==> src/rtl/red_seq_unit.sv <==
// -----------------------------------------------------------------------------
// red_seq_unit
//   Multi-cycle signed byte-reduction unit. Adds the four signed bytes of two
//   16-bit operands (A[7:0], A[15:8], B[7:0], B[15:8]) one byte per clock
//   through a single 10-bit accumulator and returns the sign-extended total.
//
//   Handshake: start is sampled in IDLE or DONE. Four accumulate cycles follow
//   (busy=1). The last one writes Sum/Error and raises done for one cycle.
//
//   Build option:
//     RED_SATURATE_EN  - clamp the result to -128..127, flag clamping on Error.
//                        When undefined, Sum is the full 10-bit result
//                        sign-extended and Error is tied to 0.
//
// Ports
//   clk    in   1   rising-edge clock
//   rst_n  in   1   asynchronous active-low reset
//   start  in   1   operation request
//   A      in  16   operand A (two signed bytes)
//   B      in  16   operand B (two signed bytes)
//   Sum    out 16   registered result, held until the next result
//   Error  out  1   saturation flag, registered with Sum
//   busy   out  1   high while accumulating
//   done   out  1   one-cycle pulse when Sum/Error become valid
// -----------------------------------------------------------------------------
module red_seq_unit (
   input  logic        clk,
   input  logic        rst_n,
   input  logic        start,
   input  logic [15:0] A,
   input  logic [15:0] B,
   output logic [15:0] Sum,
   output logic        Error,
   output logic        busy,
   output logic        done
);

   typedef enum logic [1:0] {
      S_IDLE = 2'd0,
      S_ACC  = 2'd1,
      S_DONE = 2'd2
   } state_t;

   state_t             state_q, state_d;
   logic        [31:0] ops_q, ops_d;    // {B, A} captured on the start edge
   logic signed [9:0]  acc_q, acc_d;
   logic        [1:0]  cnt_q, cnt_d;
   logic        [15:0] sum_q, sum_d;
   logic               err_q, err_d;
   logic               busy_q, busy_d;
   logic               done_q, done_d;

   logic        [7:0]  byte_sel;
   logic signed [9:0]  acc_sum;
   logic        [15:0] result;
   logic               result_err;

   // Byte order 0..3 is A lo, A hi, B lo, B hi, which is exactly the
   // little-endian layout of {B, A}.
   assign byte_sel = ops_q[{cnt_q, 3'b000} +: 8];
   assign acc_sum  = acc_q + {{2{byte_sel[7]}}, byte_sel};

`ifdef RED_SATURATE_EN
   always_comb begin
      result     = {{6{acc_sum[9]}}, acc_sum};
      result_err = 1'b0;
      if (acc_sum > 10'sd127) begin
         result     = 16'h007F;
         result_err = 1'b1;
      end else if (acc_sum < -10'sd128) begin
         result     = 16'hFF80;
         result_err = 1'b1;
      end
   end
`else
   // Four signed bytes span -512..508, so the 10-bit total is exact.
   assign result     = {{6{acc_sum[9]}}, acc_sum};
   assign result_err = 1'b0;
`endif

   always_comb begin
      state_d = state_q;
      ops_d   = ops_q;
      acc_d   = acc_q;
      cnt_d   = cnt_q;
      sum_d   = sum_q;
      err_d   = err_q;
      busy_d  = busy_q;
      done_d  = 1'b0;

      case (state_q)
         S_IDLE, S_DONE: begin
            busy_d  = 1'b0;
            state_d = S_IDLE;
            if (start) begin
               ops_d   = {B, A};
               acc_d   = '0;
               cnt_d   = '0;
               busy_d  = 1'b1;
               state_d = S_ACC;
            end
         end
         S_ACC: begin
            // start is deliberately not looked at here: requests during
            // accumulation are dropped, not queued.
            acc_d = acc_sum;
            cnt_d = cnt_q + 2'd1;
            if (cnt_q == 2'd3) begin
               sum_d   = result;
               err_d   = result_err;
               busy_d  = 1'b0;
               done_d  = 1'b1;
               state_d = S_DONE;
            end
         end
         default: begin
            busy_d  = 1'b0;
            state_d = S_IDLE;
         end
      endcase
   end

   always_ff @(posedge clk or negedge rst_n) begin
      if (!rst_n) begin
         state_q <= S_IDLE;
         ops_q   <= '0;
         acc_q   <= '0;
         cnt_q   <= '0;
         sum_q   <= '0;
         err_q   <= 1'b0;
         busy_q  <= 1'b0;
         done_q  <= 1'b0;
      end else begin
         state_q <= state_d;
         ops_q   <= ops_d;
         acc_q   <= acc_d;
         cnt_q   <= cnt_d;
         sum_q   <= sum_d;
         err_q   <= err_d;
         busy_q  <= busy_d;
         done_q  <= done_d;
      end
   end

   assign Sum   = sum_q;
   assign Error = err_q;
   assign busy  = busy_q;
   assign done  = done_q;

endmodule

==> config.mk <==
export PLATFORM = sky130hd
export DESIGN_NAME = red_seq_unit
export DESIGN_NICKNAME = d
export VERILOG_FILES = /design/src/rtl/red_seq_unit.sv
export SDC_FILE = /design/constraint.sdc
export NUM_CORES = 1
export LEC_CHECK = 0
export BUFFER_PORTS_ARGS = -buffer_cell sky130_fd_sc_hd__buf_2
export CAP_MARGIN = 20
export CORE_ASPECT_RATIO = 2
export CORE_MARGIN = 4
export CORE_UTILIZATION = 60
export CTS_CLUSTER_SIZE = 25
export DETAILED_ROUTE_END_ITERATION = 12
export GPL_ROUTABILITY_DRIVEN = 0
export PLACE_DENSITY = 0.85
export SLEW_MARGIN = 20
export SYNTH_ARGS = -nofsm -noshare
export SYNTH_HDL_FRONTEND = slang
export SYNTH_SLANG_ARGS = --single-unit
==> constraint.sdc <==
create_clock -name clk -period 6.3 [get_ports clk]
set_input_delay 0.63 -clock clk [delete_from_list [all_inputs] [get_ports clk]]
set_output_delay 0.63 -clock clk [all_outputs]
set_load 0.01 [all_outputs]
* Word-level counts from Yosys, hierarchy flattened *
Index checks and enable logic that the tools add are counted.

operators by class
  multiplexer cells = 12
  $add $sub $neg = 2
  reductions and logical operators = 6
  equality and inequality tests = 5
  shift operators = 1

operator list
  cell                                                  count
  indexed part select 32 x 6 -> 8 bit                   1
  case mux 10 bit (2 select lines)                      1
  adder 10 bit                                          1
  two-way mux 10 bit                                    1
  case mux 2 bit (2 select lines)                       2
  AND reduction 2 bit                                   3
  two-way mux 1 bit                                     5
  equality test 2 bit (second input constant)           2
  two-way mux 2 bit                                     2
  != test 2 bit (second input constant)                 2
  adder 2 x 1 -> 2 bit (second input constant)          1
  equality test 2 x 1 -> 1 bit (second input constant)  1
  logical NOT 2 bit                                     1
  case mux 1 bit (2 select lines)                       1
  nonzero test 2 bit                                    1
  OR reduction 2 bit                                    1

storage, ports and cells
  bits of input ports = 35
  logic and storage cells = 33
  output and inout bits = 19
  register bits = 58

* Logic depth before layout (Yosys ltp) *
Gate-level depths: netlist of the first run.

  word-level depth = 4
  depth in mapped cells = 10
  mapped depth without buffers = 9

* Worst setup path after synthesis of the first run *
OpenSTA, ideal clock, no wires.

  kind = reg2reg
  from = register cnt_q[0]
  to = register sum_q[8], in the netlist Sum[8]
  cell stages (with the launch flop) = 11
  data required time = 6.231 ns
  path buffers = 1
  period minus slack after synthesis = 2.822 ns
  library setup time = 0.069 ns
  slack = 3.478 ns
  arrival = 2.753 ns
  path through = dfrtp_1 buf_6 mux4_1 ha_1 fa_1 a21o_1 a21oi_1 o21bai_1 a31o_1 or3_1 nand3_1

on the way
  word-level cells in the longest chain between the ends = 2
  elaborated cells between the ends (all ways) = 4
  classes of those cells = add/sub: 1; eq/ne: 1; shift: 1; reduce/logical: 1

ends and longest elaborated chain
  item                                                                        RTL line  RTL
  start: declaration                                                          47        logic [1:0] cnt_q, cnt_d;
  start signal: assignment                                                    137       cnt_q <= cnt_d;
  indexed part select 32 x 6 -> 8 bit or equality test 2 bit (tied branches)  60, 108
  adder 10 bit or AND reduction 2 bit (tied branches)                         n/a
  end signal: assignment                                                      138       sum_q <= sum_d;
  end: declaration                                                            48        logic [15:0] sum_q, sum_d;

Several ways; a longest one is shown, not always the timed one.
A chain may end at the register's enable or synchronous reset.

* Worst setup path after layout of the first run *
  from = register cnt_q[0]
  to = register acc_q[8]

on the way
  word-level cells in the longest chain between the ends = 3

ends and longest elaborated chain
  item                                 RTL line  RTL
  indexed part select 32 x 6 -> 8 bit  60        assign byte_sel = ops_q[{cnt_q, 3'b000} +: 8];
  adder 10 bit                         61        assign acc_sum = acc_q + {{2{byte_sel[7]}}, byte_sel};
  case mux 10 bit (2 select lines)     91        case (state_q)
  end signal: assignment               127       acc_q <= '0;
  end signal: assignment               136       acc_q <= acc_d;
  end: declaration                     46        logic signed [9:0] acc_q, acc_d;

No other way between the ends.

==> results_dict.tcl, run 1 <==
set metrics [dict create \
    status "completed" \
    fillers 323 \
    core_um2 4690 \
    die_w_um 57.4 \
    max_freq_mhz 304 \
    cp_num_buf_inv 0 \
    port_buffers 52 \
    synthCells 235 \
    path_delay_family "compound AO/OA/AOI/OAI gates" \
    drtIter0Drc 41 \
    wl_met2_mm 3.19 \
    arrival_ns 3.56 \
    tns_ns 0 \
    synth-async-reset-ratio 1.00 \
    synthTopCellsByCount "57 x dfrtp_1, 31 x mux2_2, 21 x nand2_1" \
    pwr-share-comb 0.561 \
    root_buffer "clkbuf_8" \
    post-route-period-util 0.522 \
    overflow 0 \
    drc 0 \
    crit_cells 9 \
    power.total_mw 2.31 \
    crit_chain "mux4_1, ha_1, fa_1, a21o_1, a21oi_1, o21bai_1, a31o_1, or3_1, nand3_1" \
    grt_use_total 0.216 \
    p_leak_nw 1.59 \
    cts.sinks 57 \
    cts_made_buffers 9 \
    finalClockSkew_ns 0.0102 \
    internal_power_mw 1.37 \
    place.detailed.hpwl_mm 4.16 \
    boundaryPins 54 \
    wl_met1_mm 2.13 \
    yosysTopAreaCell "dfrtp_1" \
    diodes 0 \
    power_frac_clock 0.142 \
    rsz0062_at_grt "false" \
    cts_resized 0 \
    drive_above_1_share 0.380 \
    synth_fp_nets 281 \
    htreeDepth 3 \
    tightestPinTransition_ns 0.937 \
    power_density_nw_per_um2 690 \
    die_area_um2 6140 \
    regArea_um2 1430 \
    cts_buffer_depth 2 \
    synth_cell_types 47 \
    swShare 0.406 \
    netlist_area_um2 2930 \
    ys_seq_elements 57 \
    ys_seq_area_frac 0.487 \
    syn_avg_cell_area_um2 12.5 \
    hold_viol 0 \
    drt-pass1-iter-count 4 \
    synth.most_common_cell "dfrtp_1" \
    min_period_ns 3.29 \
    ant_nets 0 \
    grt_pass1_wl_mm 9.98 \
    area_growth_pct 14.0 \
    relSlewSlack 0.373 \
    min_path_type "in2async" \
    clkLatencyLatePin_ns 0.34 \
    via_count 2037 \
    route.met3.wl_um 323 \
    clk_pin_slew_ns 0.07 \
    netSwitchingPower_mw 0.937 \
    nNetsFinal 327 \
    grt_max_degree 58 \
    antenna_found_initial 0 \
    vdd_ir_drop_max_mv 0.441 \
    postCtsSetupRepairBufs 0 \
    synth.area.top_cells "dfrtp_1 49%, mux2_2 12%, mux4_1 6.3%" \
    wirelength_mm 5.86 \
    finalSetupViolCount 0 \
    cap_violations 0 \
    synth_edf_count 0 \
    synth_top_area_frac 0.487 \
    rr_worst_depth 9 \
    rows 35 \
    multi_input_area_um2 1360 \
    top_layer "met4" \
    fp.dieH_um 107 \
    timing_worst_setup_path_type "reg2reg" \
    slew_viol_final 0 \
    worstPathRequired_ns 6.58 \
    cp_slowest_stage_delay_ns 0.67 \
    cts_tree "done" \
    wire_per_inst_um 17.3 \
    critPathMaxFanout 11 \
    start_util 0.626 \
    critPathSlowestCell "dfrtp_1" \
    grt_pass1_vias 2159 \
    holdBufCountCts 0 \
    yosys_warnings 0 \
    synth_ff_type "dfrtp_1" \
    pwr-share-seq 0.297 \
    viasPerCell 6.01 \
    endpoint_kind "register" \
    start_kind "register" \
]
[flip-flops by register name, summed over array words and instances (netlist names)]
signal / cells
done: 1
Sum: 10
state_q: 2
cnt_q: 2
ops_q: 32
acc_q: 10
[worst register-to-register path, cell delays in order (launching register included)]
cell	delay (ns)
dfrtp_1	0.67
mux4_1	0.63
ha_1	0.23
fa_1	0.42
a21o_1	0.20
a21oi_1	0.22
o21bai_1	0.13
a31o_1	0.27
or3_1	0.36
nand3_1	0.10
[metal layers]
metal	up-vias	track usage
met5	-	0
met4	0	0.114
met3	20	0.0687
met2	66	0.373
met1	1016	0.226
li1	935	-
[cells in the final DEF, fill, tap and decap left out, types with 2 or more instances in the layout]
cell type and n:
xnor2_1 5, a21oi_1 7, nand3b_1 3, or3_1 2
nand2_1 21, o31ai_1 3, mux2_2 31, inv_1 4
nand3_1 2, buf_4 3, nor3b_1 2, a22o_1 8
mux4_1 7, o21bai_1 3, nand2b_1 4, clkinv_2 3
buf_2 52, nor2_1 7, o21ai_1 3, mux2i_1 2
dfrtp_1 57, nor2b_1 5, mux2_1 3, nand4_1 4
clkbuf_8 10, ha_1 10, a31oi_1 2
[final timing paths]
| path | endpoint | slack, ns | start |
|---|---|---|---|
| min | ops_q[11] | 0.42 | rst_n |
| max reg2reg | acc_q[8] | 3.01 | cnt_q[0] |
| min reg2reg | Sum[5] | 0.47 | Sum[5] |
| max | acc_q[8] | 3.01 | cnt_q[0] |
| min in group clk | Sum[5] | 0.47 | Sum[5] |
| max in group asynchronous | ops_q[5] | 5.41 | rst_n |
[power groups by stage]
stage               registers, mW  clock network, mW  logic, mW
floorplan                   0.655                  0       1.05
global placement            0.678                  0       1.22
detailed placement          0.691                  0       1.27
CTS                         0.688              0.330       1.29
global route                0.712              0.350       1.43
finish                      0.686              0.327       1.29
[per-stage QoR]
stage	setup WS, ns	util	instances	hold WS, ns	cell area [µm²]
final	3.01	0.713	339	0.420	3340
after global routing	2.90	0.713	339	0.471	3340
after CTS	3.06	0.713	339	0.455	3340
after detailed placement	3.09	0.674	325	0.462	3160
after global placement	3.16	0.674	325	0.455	3160
after floorplan	3.48	-	235	0.334	2930
[layout make-up]
| class | instances | area share |
|---|---|---|
| Inverter | 5 | 0.00561 |
| Tap cell | 55 | 0.0206 |
| Clock buffer | 10 | 0.0412 |
| Timing Repair Buffer | 55 | 0.0846 |
| Multi-Input combinational cell | 153 | 0.408 |
| Sequential cell | 57 | 0.427 |
| Clock inverter | 4 | 0.0135 |
[cells by family after synthesis]
family                   Yosys count  synth area share
AO/OA/AOI/OAI                     36            0.0905
XOR/XNOR                           6            0.0179
adder cells (fa/ha/maj)           11            0.0495
buffers and inverters             25            0.0491
flip-flops                        57             0.487
multiplexers                      44             0.208
other                              1           0.00128
AND/OR/NAND/NOR                   55            0.0973
No activity file was read; power rests on OpenSTA's default activity.
==> run 2, diff against run 1 <==
CORE_UTILIZATION = 55   (was 60)
PLACE_DENSITY = 0.79   (was 0.85)
clock period = 3.4 ns   (was 6.3 ns; I/O delays follow)
==> run 2 against run 1 <==
Net effect: clock skew fell by 0.0021 ns; cell area up 2.4%; wire length grew 0.61%; core utilization decreased by 4.7 points; via count decreased by 1.6%; combinational power grew 88%; register-to-register slack lost 2.6 ns; critical path depth unchanged; critical endpoint is now Sum[9]; first-iteration DRC count rose by 27%; largest cell class unchanged.
==> results_dict.tcl, run 2 (synthesis results as in run 1) <==
set metrics [dict create \
    status "completed" \
    ant_nets 0 \
    regArea_um2 1430 \
    cts_resized 0 \
    root_buffer "clkbuf_8" \
    place.detailed.hpwl_mm 4.38 \
    diodes 0 \
    critPathMaxFanout 12 \
    power_density_nw_per_um2 1300 \
    place_ws_ns 0.486 \
    cts_made_buffers 9 \
    finalSetupViolCount 0 \
    core_um2 5140 \
    holdBufCountCts 0 \
    wirelength_mm 5.89 \
    min_period_ns 3.00 \
    start_util 0.570 \
    wire_per_inst_um 17.0 \
    via_count 2005 \
    stdcell_area_um2 3420 \
    worstPathRequired_ns 3.62 \
    grt_max_degree 34 \
    holdWs_ns 0.0470 \
    boundaryPins 54 \
    post-route-period-util 0.882 \
    postCtsSetupRepairBufs 0 \
    cts.sinks 57 \
    antenna_found_initial 0 \
    viasPerCell 5.79 \
    overflow 0 \
    final_common_cell "dfrtp_1" \
    fp.dieH_um 111 \
    cts_tree "done" \
    grt_use_total 0.202 \
    clkLatencyLatePin_ns 0.34 \
    endpoint_kind "register" \
    die_w_um 59.6 \
    timing_worst_setup_path_type "reg2reg" \
    fillers 385 \
    drc 0 \
    nNetsFinal 329 \
    start_kind "register" \
    p_leak_nw 1.62 \
    clk_pin_slew_ns 0.06 \
    rows 37 \
    arrival_ns 3.22 \
    grt_pass1_vias 2143 \
    finalClockSkew_ns 0.00813 \
    hold_viol 0 \
    vdd_ir_drop_max_mv 0.923 \
    relSlewSlack 0.380 \
    largest-register "ops_q" \
    largest_reg_flops 32 \
    multi_input_area_um2 1360 \
    drive_above_1_share 0.385 \
    placed_cell_area_um2 3180 \
    area_growth_pct 16.8 \
    rsz0062_at_grt "false" \
    cts_buffer_depth 2 \
    layout_common_cells "57 x dfrtp_1, 52 x buf_2, 31 x mux2_2" \
    htreeDepth 3 \
    drt-pass1-iter-count 4 \
    slew_viol_final 0 \
    grt_pass1_wl_mm 9.91 \
    die_area_um2 6630 \
    min_path_type "in2async" \
    max_freq_mhz 334 \
    tightestPinTransition_ns 0.927 \
    tns_ns 0 \
    drtIter0Drc 52 \
    cap_violations 0 \
    port_buffers 52 \
    fin_ws_ns 0.402 \
]
run 2: cell types whose count changed in the layout (fill, tap and decap cells not counted), sizes merged:
cell / change
clkinv: -2
clkbuf: +1
bufinv: +2
clkinvlp: +1
buf: +2
run 2: critical path, stage by stage, from the launching register on:
cell,delay (ns)
dfrtp_1,0.40
buf_4,0.21
mux4_2,0.59
ha_1,0.52
nand4_1,0.19
or3_2,0.46
a21bo_1,0.19
o211ai_2,0.10
xnor2_1,0.15
o21ai_1,0.07
run 2: report_power, final:
group          internal (mW)  total (mW)  switching, mW  leakage, nW
clock                  0.505       0.768          0.262        0.120
combinational           1.17        2.43           1.27        0.819
sequential              1.04        1.24          0.205        0.680
run 2: layout make-up:
| cell class | instances | share of cell area |
|---|---|---|
| sequential | 57 | 0.417 |
| multi-input combinational | 153 | 0.398 |
| timing repair buffer | 57 | 0.0870 |
| clock buffer | 11 | 0.0413 |
| clock inverter | 5 | 0.0300 |
| tap | 58 | 0.0212 |
| inverter | 5 | 0.00548 |
run 2: path summary, 6_finish.rpt:
path	start	end	slack, ns	cells past startpoint
worst max-delay path	cnt_q[0]	Sum[9]	0.40	9
worst min-delay path	rst_n	ops_q[0]	0.05	1
worst min register to register	Sum[5]	Sum[5]	0.47	2
min in group clk	A[0]	ops_q[0]	0.22	2
max in group asynchronous	rst_n	state_q[0]	2.55	2
worst max register to register	cnt_q[0]	Sum[9]	0.40	9
run 2: per-layer routing:
metal | up-vias | track usage | share of wire | wire [µm]
met5 | - | 0 | 0 | 0
met1 | 995 | 0.217 | 0.36 | 2140
met4 | 0 | 0.107 | 0.028 | 165
li1 | 941 | - | - | -
met3 | 13 | 0.0501 | 0.049 | 291
met2 | 56 | 0.348 | 0.56 | 3290
run 2: stage by stage:
step | instances | util | power, mW
2_1_floorplan | 235 | - | 3.16
3_3_place_gp | 330 | 0.619 | 3.55
3_5_place_dp | 330 | 0.619 | 3.65
4_1_cts | 346 | 0.666 | 4.46
5_1_grt | 346 | 0.666 | 4.78
6_report | 346 | 0.666 | 4.44
